<file path="config.mk">
export PLATFORM = sky130hd
export DESIGN_NAME = uart_packet_ctrl
export DESIGN_NICKNAME = d
export VERILOG_FILES = /design/src/rtl/uart_packet_ctrl_pkg.sv /design/src/rtl/uart_packet_ctrl_pkt_buffer.sv /design/src/rtl/uart_packet_ctrl.sv
export SDC_FILE = /design/constraint.sdc
export NUM_CORES = 1
export LEC_CHECK = 0
export ABC_AREA = 1
export ABC_CLOCK_PERIOD_IN_PS = 2500
export BUFFER_PORTS_ARGS = -buffer_cell sky130_fd_sc_hd__buf_2
export CAP_MARGIN = 20
export CORE_UTILIZATION = 35
export CTS_BUF_LIST = sky130_fd_sc_hd__clkbuf_16
export DETAILED_ROUTE_END_ITERATION = 8
export PLACE_DENSITY = 0.56
export SETUP_SLACK_MARGIN = 0.15
export SYNTH_ARGS = -nofsm -noshare
export SYNTH_HDL_FRONTEND = slang
export SYNTH_HIERARCHICAL = 1
export SYNTH_SLANG_ARGS = --single-unit
</file>
<file path="constraint.sdc">
create_clock -name CLK_i -period 2.5 [get_ports CLK_i]
set_input_delay 0.125 -clock CLK_i [delete_from_list [all_inputs] [get_ports CLK_i]]
set_output_delay 0.125 -clock CLK_i [all_outputs]
set_load 0.02 [all_outputs]
</file>
<file path="src/rtl/uart_packet_ctrl_pkg.sv">
// Shared types and constants for the UART packet controller: FSM states, error codes,
// clock/baud defaults shared with the receiver, and the timeout-length helper.
package uart_packet_ctrl_pkg;

  typedef enum logic [2:0] {
    ST_HUNT    = 3'd0,
    ST_LEN     = 3'd1,
    ST_PAYLOAD = 3'd2,
    ST_CHECK   = 3'd3,
    ST_DRAIN   = 3'd4
  } state_e;

  localparam logic [1:0] ERR_CHK = 2'd0;
  localparam logic [1:0] ERR_LEN = 2'd1;
  localparam logic [1:0] ERR_TMO = 2'd2;
  localparam logic [1:0] ERR_OVR = 2'd3;

  localparam logic [31:0] DEFAULT_FREQUENCY = 32'd50_000_000;
  localparam logic [31:0] DEFAULT_SPEED     = 32'd9600;

  // Inter-byte timeout expressed in system clock cycles.
  function automatic logic [31:0] timeout_cycles(input logic [31:0] freq,
                                                 input logic [31:0] speed,
                                                 input logic [31:0] bits);
    return (freq / speed) * bits;
  endfunction

endpackage

</file>
<file path="src/rtl/uart_packet_ctrl_pkt_buffer.sv">
// Payload store for one frame: DEPTH x 8 register array with a single write port and a
// registered read port (rdata follows raddr one cycle later).
module uart_packet_ctrl_pkt_buffer #(
  parameter int DEPTH = 16,
  parameter int AW    = 4
) (
  input  logic          clk_i,
  input  logic          rst_ni,
  input  logic          we_i,
  input  logic [AW-1:0] waddr_i,
  input  logic [7:0]    wdata_i,
  input  logic [AW-1:0] raddr_i,
  output logic [7:0]    rdata_o
);

  logic [7:0] mem_q [DEPTH];
  logic [7:0] rdata_q;

  // The array itself is never reset; only the read register is, so the output reads 0.
  always_ff @(posedge clk_i) begin
    if (we_i) begin
      mem_q[waddr_i] <= wdata_i;
    end
  end

  always_ff @(posedge clk_i or negedge rst_ni) begin
    if (!rst_ni) begin
      rdata_q <= 8'h00;
    end else begin
      rdata_q <= mem_q[raddr_i];
    end
  end

  assign rdata_o = rdata_q;

endmodule

</file>
<file path="src/rtl/uart_packet_ctrl.sv">
// Frames the UART receiver byte stream (SYNC, LEN, payload, CHK), verifies the XOR
// checksum and streams the buffered payload to the command decoder over valid/ready.
module uart_packet_ctrl
  import uart_packet_ctrl_pkg::*;
#(
  parameter logic [31:0] FREQUENCY    = DEFAULT_FREQUENCY,
  parameter logic [31:0] SPEED        = DEFAULT_SPEED,
  parameter logic [7:0]  SYNC_BYTE    = 8'hA5,
  parameter int          MAX_LEN      = 16,
  parameter logic [31:0] TIMEOUT_BITS = 32'd30
) (
  input  logic       CLK_i,
  input  logic       reset_ni,
  input  logic       rx_ready_i,
  input  logic [7:0] rx_data_i,
  output logic [7:0] pkt_data_o,
  output logic       pkt_valid_o,
  input  logic       pkt_ready_i,
  output logic       pkt_last_o,
  output logic       pkt_err_o,
  output logic [1:0] err_code_o
);

  localparam int          AW        = (MAX_LEN > 1) ? $clog2(MAX_LEN) : 1;
  localparam logic [7:0]  MAX_LEN_B = 8'(MAX_LEN);
  localparam logic [31:0] TMO_LIMIT = timeout_cycles(FREQUENCY, SPEED, TIMEOUT_BITS);

  state_e      state_q, state_d;
  logic [7:0]  len_q, len_d;
  logic [7:0]  chk_q, chk_d;
  logic [7:0]  wPtr_q, wPtr_d;
  logic [7:0]  rPtr_q, rPtr_d;
  logic [31:0] tmoCnt_q, tmoCnt_d;
  logic        rxReady_q;
  logic        valid_q, valid_d;
  logic        last_q, last_d;
  logic        err_q, err_d;
  logic [1:0]  errCode_q, errCode_d;

  logic        byteEvent;
  logic        inFrame;
  logic        bufWe;
  logic [7:0]  bufRdata;

  assign byteEvent = rx_ready_i & ~rxReady_q;
  assign inFrame   = (state_q == ST_LEN) || (state_q == ST_PAYLOAD) || (state_q == ST_CHECK);

  uart_packet_ctrl_pkt_buffer #(
    .DEPTH (MAX_LEN),
    .AW    (AW)
  ) u_buf (
    .clk_i   (CLK_i),
    .rst_ni  (reset_ni),
    .we_i    (bufWe),
    .waddr_i (wPtr_q[AW-1:0]),
    .wdata_i (rx_data_i),
    .raddr_i (rPtr_d[AW-1:0]),
    .rdata_o (bufRdata)
  );

  always_ff @(posedge CLK_i or negedge reset_ni) begin
    if (!reset_ni) begin
      state_q   <= ST_HUNT;
      len_q     <= 8'h00;
      chk_q     <= 8'h00;
      wPtr_q    <= 8'h00;
      rPtr_q    <= 8'h00;
      tmoCnt_q  <= 32'd0;
      rxReady_q <= 1'b0;
      valid_q   <= 1'b0;
      last_q    <= 1'b0;
      err_q     <= 1'b0;
      errCode_q <= 2'd0;
    end else begin
      state_q   <= state_d;
      len_q     <= len_d;
      chk_q     <= chk_d;
      wPtr_q    <= wPtr_d;
      rPtr_q    <= rPtr_d;
      tmoCnt_q  <= tmoCnt_d;
      rxReady_q <= rx_ready_i;
      valid_q   <= valid_d;
      last_q    <= last_d;
      err_q     <= err_d;
      errCode_q <= errCode_d;
    end
  end

  always_comb begin
    state_d   = state_q;
    len_d     = len_q;
    chk_d     = chk_q;
    wPtr_d    = wPtr_q;
    rPtr_d    = rPtr_q;
    tmoCnt_d  = 32'd0;
    valid_d   = 1'b0;
    last_d    = 1'b0;
    err_d     = 1'b0;
    errCode_d = errCode_q;
    bufWe     = 1'b0;

    case (state_q)
      ST_HUNT: begin
        if (byteEvent && (rx_data_i == SYNC_BYTE)) begin
          state_d = ST_LEN;
        end
      end
      ST_LEN: begin
        if (byteEvent) begin
          if ((rx_data_i == 8'h00) || (rx_data_i > MAX_LEN_B)) begin
            err_d     = 1'b1;
            errCode_d = ERR_LEN;
            state_d   = ST_HUNT;
          end else begin
            len_d   = rx_data_i;
            chk_d   = rx_data_i;
            wPtr_d  = 8'h00;
            state_d = ST_PAYLOAD;
          end
        end
      end
      ST_PAYLOAD: begin
        if (byteEvent) begin
          bufWe  = 1'b1;
          chk_d  = chk_q ^ rx_data_i;
          wPtr_d = wPtr_q + 8'd1;
          if (wPtr_q == (len_q - 8'd1)) begin
            state_d = ST_CHECK;
          end
        end
      end
      ST_CHECK: begin
        if (byteEvent) begin
          if (rx_data_i == chk_q) begin
            rPtr_d  = 8'h00;
            state_d = ST_DRAIN;
          end else begin
            err_d     = 1'b1;
            errCode_d = ERR_CHK;
            state_d   = ST_HUNT;
          end
        end
      end
      ST_DRAIN: begin
        valid_d = 1'b1;
        // A byte arriving while the previous payload is still draining has nowhere to go.
        if (byteEvent) begin
          err_d     = 1'b1;
          errCode_d = ERR_OVR;
        end
        if (valid_q && pkt_ready_i) begin
          if (last_q) begin
            valid_d = 1'b0;
            state_d = ST_HUNT;
          end else begin
            rPtr_d = rPtr_q + 8'd1;
          end
        end
        last_d = valid_d && (rPtr_d == (len_q - 8'd1));
      end
      default: begin
        state_d = ST_HUNT;
      end
    endcase

    // A byte in the same cycle as expiry wins: the counter clears instead of firing.
    if (inFrame && !byteEvent) begin
      if (tmoCnt_q == (TMO_LIMIT - 32'd1)) begin
        err_d     = 1'b1;
        errCode_d = ERR_TMO;
        state_d   = ST_HUNT;
      end else begin
        tmoCnt_d = tmoCnt_q + 32'd1;
      end
    end
  end

  assign pkt_data_o  = bufRdata;
  assign pkt_valid_o = valid_q;
  assign pkt_last_o  = last_q;
  assign pkt_err_o   = err_q;
  assign err_code_o  = errCode_q;

endmodule

</file>
==> tab_implementation.tex <==
\begin{tabular}{lr}
\hline
Metric & Value \\
\hline
\multicolumn{2}{l}{\textbf{Outcome}} \\
Result of the run & completed \\
\multicolumn{2}{l}{\textbf{Detailed routing}} \\
Number of routed nets with antenna violations & 0 \\
Detail-routed net length per standard cell & 16.0 um \\
Initial drt markers & 646 \\
DR vias/cell & 4.82 \\
Routed wire length & 27,200 um \\
Via count & 8,168 \\
Number of search-and-repair iterations in the first detailed-routing pass & 5 \\
Drt drc & 0 \\
\multicolumn{2}{l}{\textbf{STA}} \\
Unrepaired setup endpoints after global routing & no \\
Period minus WS final & 2.13 ns \\
Relative slew margins & 59.9\% \\
Final setup skew & 0.0111 ns \\
Worst hold slack & 0.0182 ns \\
Setup violators final & 0 \\
Final number of hold-violating endpoints & 0 \\
Crit share post-route & 85.2\% \\
Max Freq & 470 MHz \\
Slew of the pin with the lowest slew margin & 0.601 ns \\
Max-slew violation count & 0 \\
\multicolumn{2}{l}{\textbf{Synth}} \\
Distinct cell type count after synthesis & 37 \\
Count of yosys warnings during synthesis & 6 \\
Instance count of the mapped netlist & 1,220 \\
Synthesized net count & 1,236 \\
Mean Syn Cell Area & 8.55 sq um \\
Share of synthesized area occupied by flip-flops and latches & 56.3\% \\
Post-Syn Area & 10,400 sq um \\
Flip-flop and latch count after synthesis & 209 \\
Cell type with the highest aggregate area in the netlist & sky130\_fd\_sc\_hd\_\_edfxtp\_1 \\
EDFF count, synth & 128 \\
Most common flop cell mapped by yosys & sky130\_fd\_sc\_hd\_\_edfxtp\_1 \\
Share of the synthesized area in the top cell type & 36.8\% \\
Leading cell types by total area after synthesis & sky130\_fd\_sc\_hd\_\_edfxtp\_1 37\%, sky130\_fd\_sc\_hd\_\_dfrtp\_1 19\%, sky130\_fd\_sc\_hd\_\_nand2\_1 12\% \\
Share of synthesized registers carrying an async set or reset & 38.8\% \\
\multicolumn{2}{l}{\textbf{Global routing}} \\
First-pass GRT wire length & 43,800 um \\
Antenna violations before repair & 0 \\
Vias in the first global route & 7,892 \\
Remaining global-route overflow & 0 \\
Largest net degree at the start of global routing & 54 \\
All-Layer GR Usage & 18.3\% \\
\multicolumn{2}{l}{\textbf{Clock tree}} \\
Clock Tree Root & sky130\_fd\_sc\_hd\_\_clkbuf\_16 \\
Number of sinks on the clock net & 209 \\
CTS H-tree depth & 1 \\
Clock transition at the registers of the reported paths & 0.06 ns \\
Largest buffer count on any clock path & 3 \\
Clk Latency, worst-skew pair & 0.53 ns \\
Number of buffers created by CTS & 25 \\
Clock tree from TritonCTS & yes \\
\multicolumn{2}{l}{\textbf{Pwr}} \\
Reported leakage power & 5.38 nW \\
Power density over the cells & 964 nW/um\^{}2 \\
Worst-case vdd ir drop & 0.730 mV \\
Power Total & 11.7 mW \\
\multicolumn{2}{l}{\textbf{Job}} \\
Max-cap violations & 0 \\
\multicolumn{2}{l}{\textbf{Place}} \\
Post-DP HPWL & 18,600 um \\
Count of input and output buffers & 24 \\
Dpl cells & 1,643 \\
GP Congestion & 0.857 \\
\multicolumn{2}{l}{\textbf{Critical path}} \\
Critical-path maximum fanout & 24 \\
Destination of the worst register-to-register timing path & u\_buf/rdata\_o[2] \\
Longest individual stage delay on the worst path & 0.38 ns \\
CP max-delay cell & sky130\_fd\_sc\_hd\_\_dfrtp\_1 \\
Buf+Inv Stages, Crit Path & 2 \\
Startpoint of the most critical register-to-register path & chk\_q[6] \\
Critical path capture point type & register \\
Worst setup slack for register-to-register paths & 0.37 ns \\
WP data arrival & 2.55 ns \\
Critical setup path kind & reg -> reg \\
Depth of the most critical reg-to-reg path & 13 \\
Type of origin of the critical path & register \\
Worst-path cell chain & xnor2\_1 -> o221ai\_1 -> nor2\_2 -> nand3\_4 -> nand3\_2 -> nand2\_4 -> clkinv\_4 -> buf\_12 -> nand2\_1 -> nand3\_1 -> nand3\_1 -> nand3\_1 -> nand2\_1 \\
Required arrival time at the worst endpoint & 2.92 ns \\
Dominant delay contributor by cell family on the critical path & simple AND/OR/NAND/NOR gates \\
Critical path's most frequent cell & sky130\_fd\_sc\_hd\_\_nand3\_1 \\
\multicolumn{2}{l}{\textbf{Floorplan}} \\
Total core area & 29,000 sq um \\
FP Rows & 62 \\
Horizontal die dimension & 175 um \\
Vertical die dimension & 175 um \\
Effective utilization at floorplan & 36.0\% \\
Number of I/O pins & 25 \\
Die Footprint & 30,500 sq um \\
\multicolumn{2}{l}{\textbf{Finish}} \\
Fill cells & 2,950 \\
Final Non-Filler Cells & 1,696 \\
Net count of the finished layout & 1,309 \\
Multi-input gate area in the final layout & 3650 sq um \\
Area taken by flip-flops and latches & 5870 sq um \\
Layout cell share with drive strength beyond 1 & 10.7\% \\
Post-synthesis to final-layout area growth & 16.3\% \\
N\_diodes & 0 \\
\multicolumn{2}{l}{\textbf{Hold path}} \\
Hold depth & 3 \\
Startpoint of the worst hold path & rx\_data\_i[0] \\
Hold Path End & len\_q[0] \\
Worst hold path type & in -> reg \\
\hline
\end{tabular}
[power by group]
group          switching [mW]  leakage [nW]  internal (mW)  total [mW]
Combinational            2.95          2.81           1.54        4.49
Clock                    1.42         0.393           1.81        3.24
Sequential              0.125          2.18           3.84        3.97
Total                    4.50          5.38           7.19        11.7
[flip-flops by register name, summed over array words and instances (netlist names)]
name           cells
pkt_valid_o        1
state_q            3
tmoCnt_q          32
err_code_o         2
chk_q              8
rPtr_q             8
len_q              8
pkt_last_o         1
wPtr_q             8
pkt_err_o          1
u_buf/rdata_o      8
u_buf/mem_q      128
rxReady_q          1
[through the flow]
stage	setup TNS [ns]	utilization, %	instance area (sq um)	setup slack, ns
finish	0	41.8	12100	0.370
detailed placement	-0.00911	38.7	11200	-0.00561
floorplan	0	-	10400	0.423
global route	0	41.8	12100	0.170
global placement	-0.0499	38.7	11200	-0.0266
CTS	0	41.5	12000	0.184
[cells in the mapped netlist, drive strengths merged, types with 5 or more instances]
cell type  instances
nor3b              6
nor2             112
o21ai             38
xnor2              5
inv              202
nand3            159
nand4             17
dfrtp             81
nor3              39
edfxtp           128
a21oi             13
nand2            353
xor2              16
buf               27
[worst max path at each step]
stage,cells after the start,endpoint,startpoint
4_1_cts,10,u_buf/rdata_o[1],rPtr_q[0]
3_5_place_dp,7,u_buf/rdata_o[5],state_q[0]
3_3_place_gp,7,u_buf/rdata_o[5],state_q[0]
2_1_floorplan,14,u_buf/rdata_o[0],state_q[2]
5_1_grt,17,u_buf/rdata_o[4],chk_q[1]
6_report,13,u_buf/rdata_o[2],chk_q[6]
[area by class of cell]
| cell class | instances | share of cell area, % |
|---|---|---|
| clock inverters | 21 | 0.856 |
| well taps | 384 | 3.96 |
| repair buffers | 77 | 5.23 |
| clock buffers | 25 | 5.16 |
| multi-input cells | 777 | 30.1 |
| inverters | 203 | 6.32 |
| flip-flops and latches | 209 | 48.4 |
[layer usage]
metal	wire [um]	track usage (%)	up-vias
met5	0	0	-
met4	577	5.22	0
met3	1530	3.24	33
met2	12500	28.8	210
met1	12600	25.9	3859
li1	-	-	4066
[worst register-to-register path, cell delays in order (launching register included)]
cell                       delay [ns]
sky130_fd_sc_hd__dfrtp_1         0.38
sky130_fd_sc_hd__xnor2_1         0.24
sky130_fd_sc_hd__o221ai_1        0.17
sky130_fd_sc_hd__nor2_2          0.19
sky130_fd_sc_hd__nand3_4         0.11
sky130_fd_sc_hd__nand3_2         0.10
sky130_fd_sc_hd__nand2_4         0.07
sky130_fd_sc_hd__clkinv_4        0.12
sky130_fd_sc_hd__buf_12          0.17
sky130_fd_sc_hd__nand2_1         0.07
sky130_fd_sc_hd__nand3_1         0.07
sky130_fd_sc_hd__nand3_1         0.11
sky130_fd_sc_hd__nand3_1         0.14
sky130_fd_sc_hd__nand2_1         0.06
[cell families (layout without fill, tap and decap cells)]
kind of cell	Yosys count	count (layout)	share of synthesized area, %
buffers and inverters	234	326	9.38
XOR/XNOR	21	21	1.83
AO/OA/AOI/OAI	59	59	3.01
AND/OR/NAND/NOR	693	693	29.0
adder cells (fa/ha/maj)	4	4	0.480
flip-flops	209	209	56.3
[cell usage in the layout (no fill, tap or decap), types with 2 or more instances in the layout]
master,instances
sky130_fd_sc_hd__a31oi_1,3
sky130_fd_sc_hd__inv_1,205
sky130_fd_sc_hd__nor3b_1,6
sky130_fd_sc_hd__xnor2_1,5
sky130_fd_sc_hd__o21ai_0,29
sky130_fd_sc_hd__nor2_1,105
sky130_fd_sc_hd__clkinv_4,2
sky130_fd_sc_hd__buf_2,23
sky130_fd_sc_hd__inv_2,5
sky130_fd_sc_hd__nand4_1,16
sky130_fd_sc_hd__nand3_2,8
sky130_fd_sc_hd__buf_4,42
sky130_fd_sc_hd__ha_1,4
sky130_fd_sc_hd__buf_12,5
sky130_fd_sc_hd__nor2_4,2
sky130_fd_sc_hd__clkinv_1,8
sky130_fd_sc_hd__nand3b_1,3
sky130_fd_sc_hd__nand2_2,6
sky130_fd_sc_hd__nor3_2,4
sky130_fd_sc_hd__o22ai_1,2
sky130_fd_sc_hd__nand3_1,150
sky130_fd_sc_hd__xor2_1,15
sky130_fd_sc_hd__dlygate4sd3_1,4
sky130_fd_sc_hd__edfxtp_1,128
sky130_fd_sc_hd__nand2_1,346
sky130_fd_sc_hd__nor3_1,34
sky130_fd_sc_hd__o21ai_1,8
sky130_fd_sc_hd__nor2_2,5
sky130_fd_sc_hd__nor4_1,4
sky130_fd_sc_hd__clkinv_2,3
sky130_fd_sc_hd__clkbuf_16,26
sky130_fd_sc_hd__dfrtp_1,81
sky130_fd_sc_hd__a21oi_1,12
[repair_timing]
item                                    in CTS  in global routing
resized for setup                            1                 18
endpoints found under the setup margin       8                  8
setup buffers                                1                  0
hold endpoints to repair                    39                  0
cloned                                       1                  1
hold buffers                                 4                  0
Note: power is estimated with default switching activity, not from simulation.
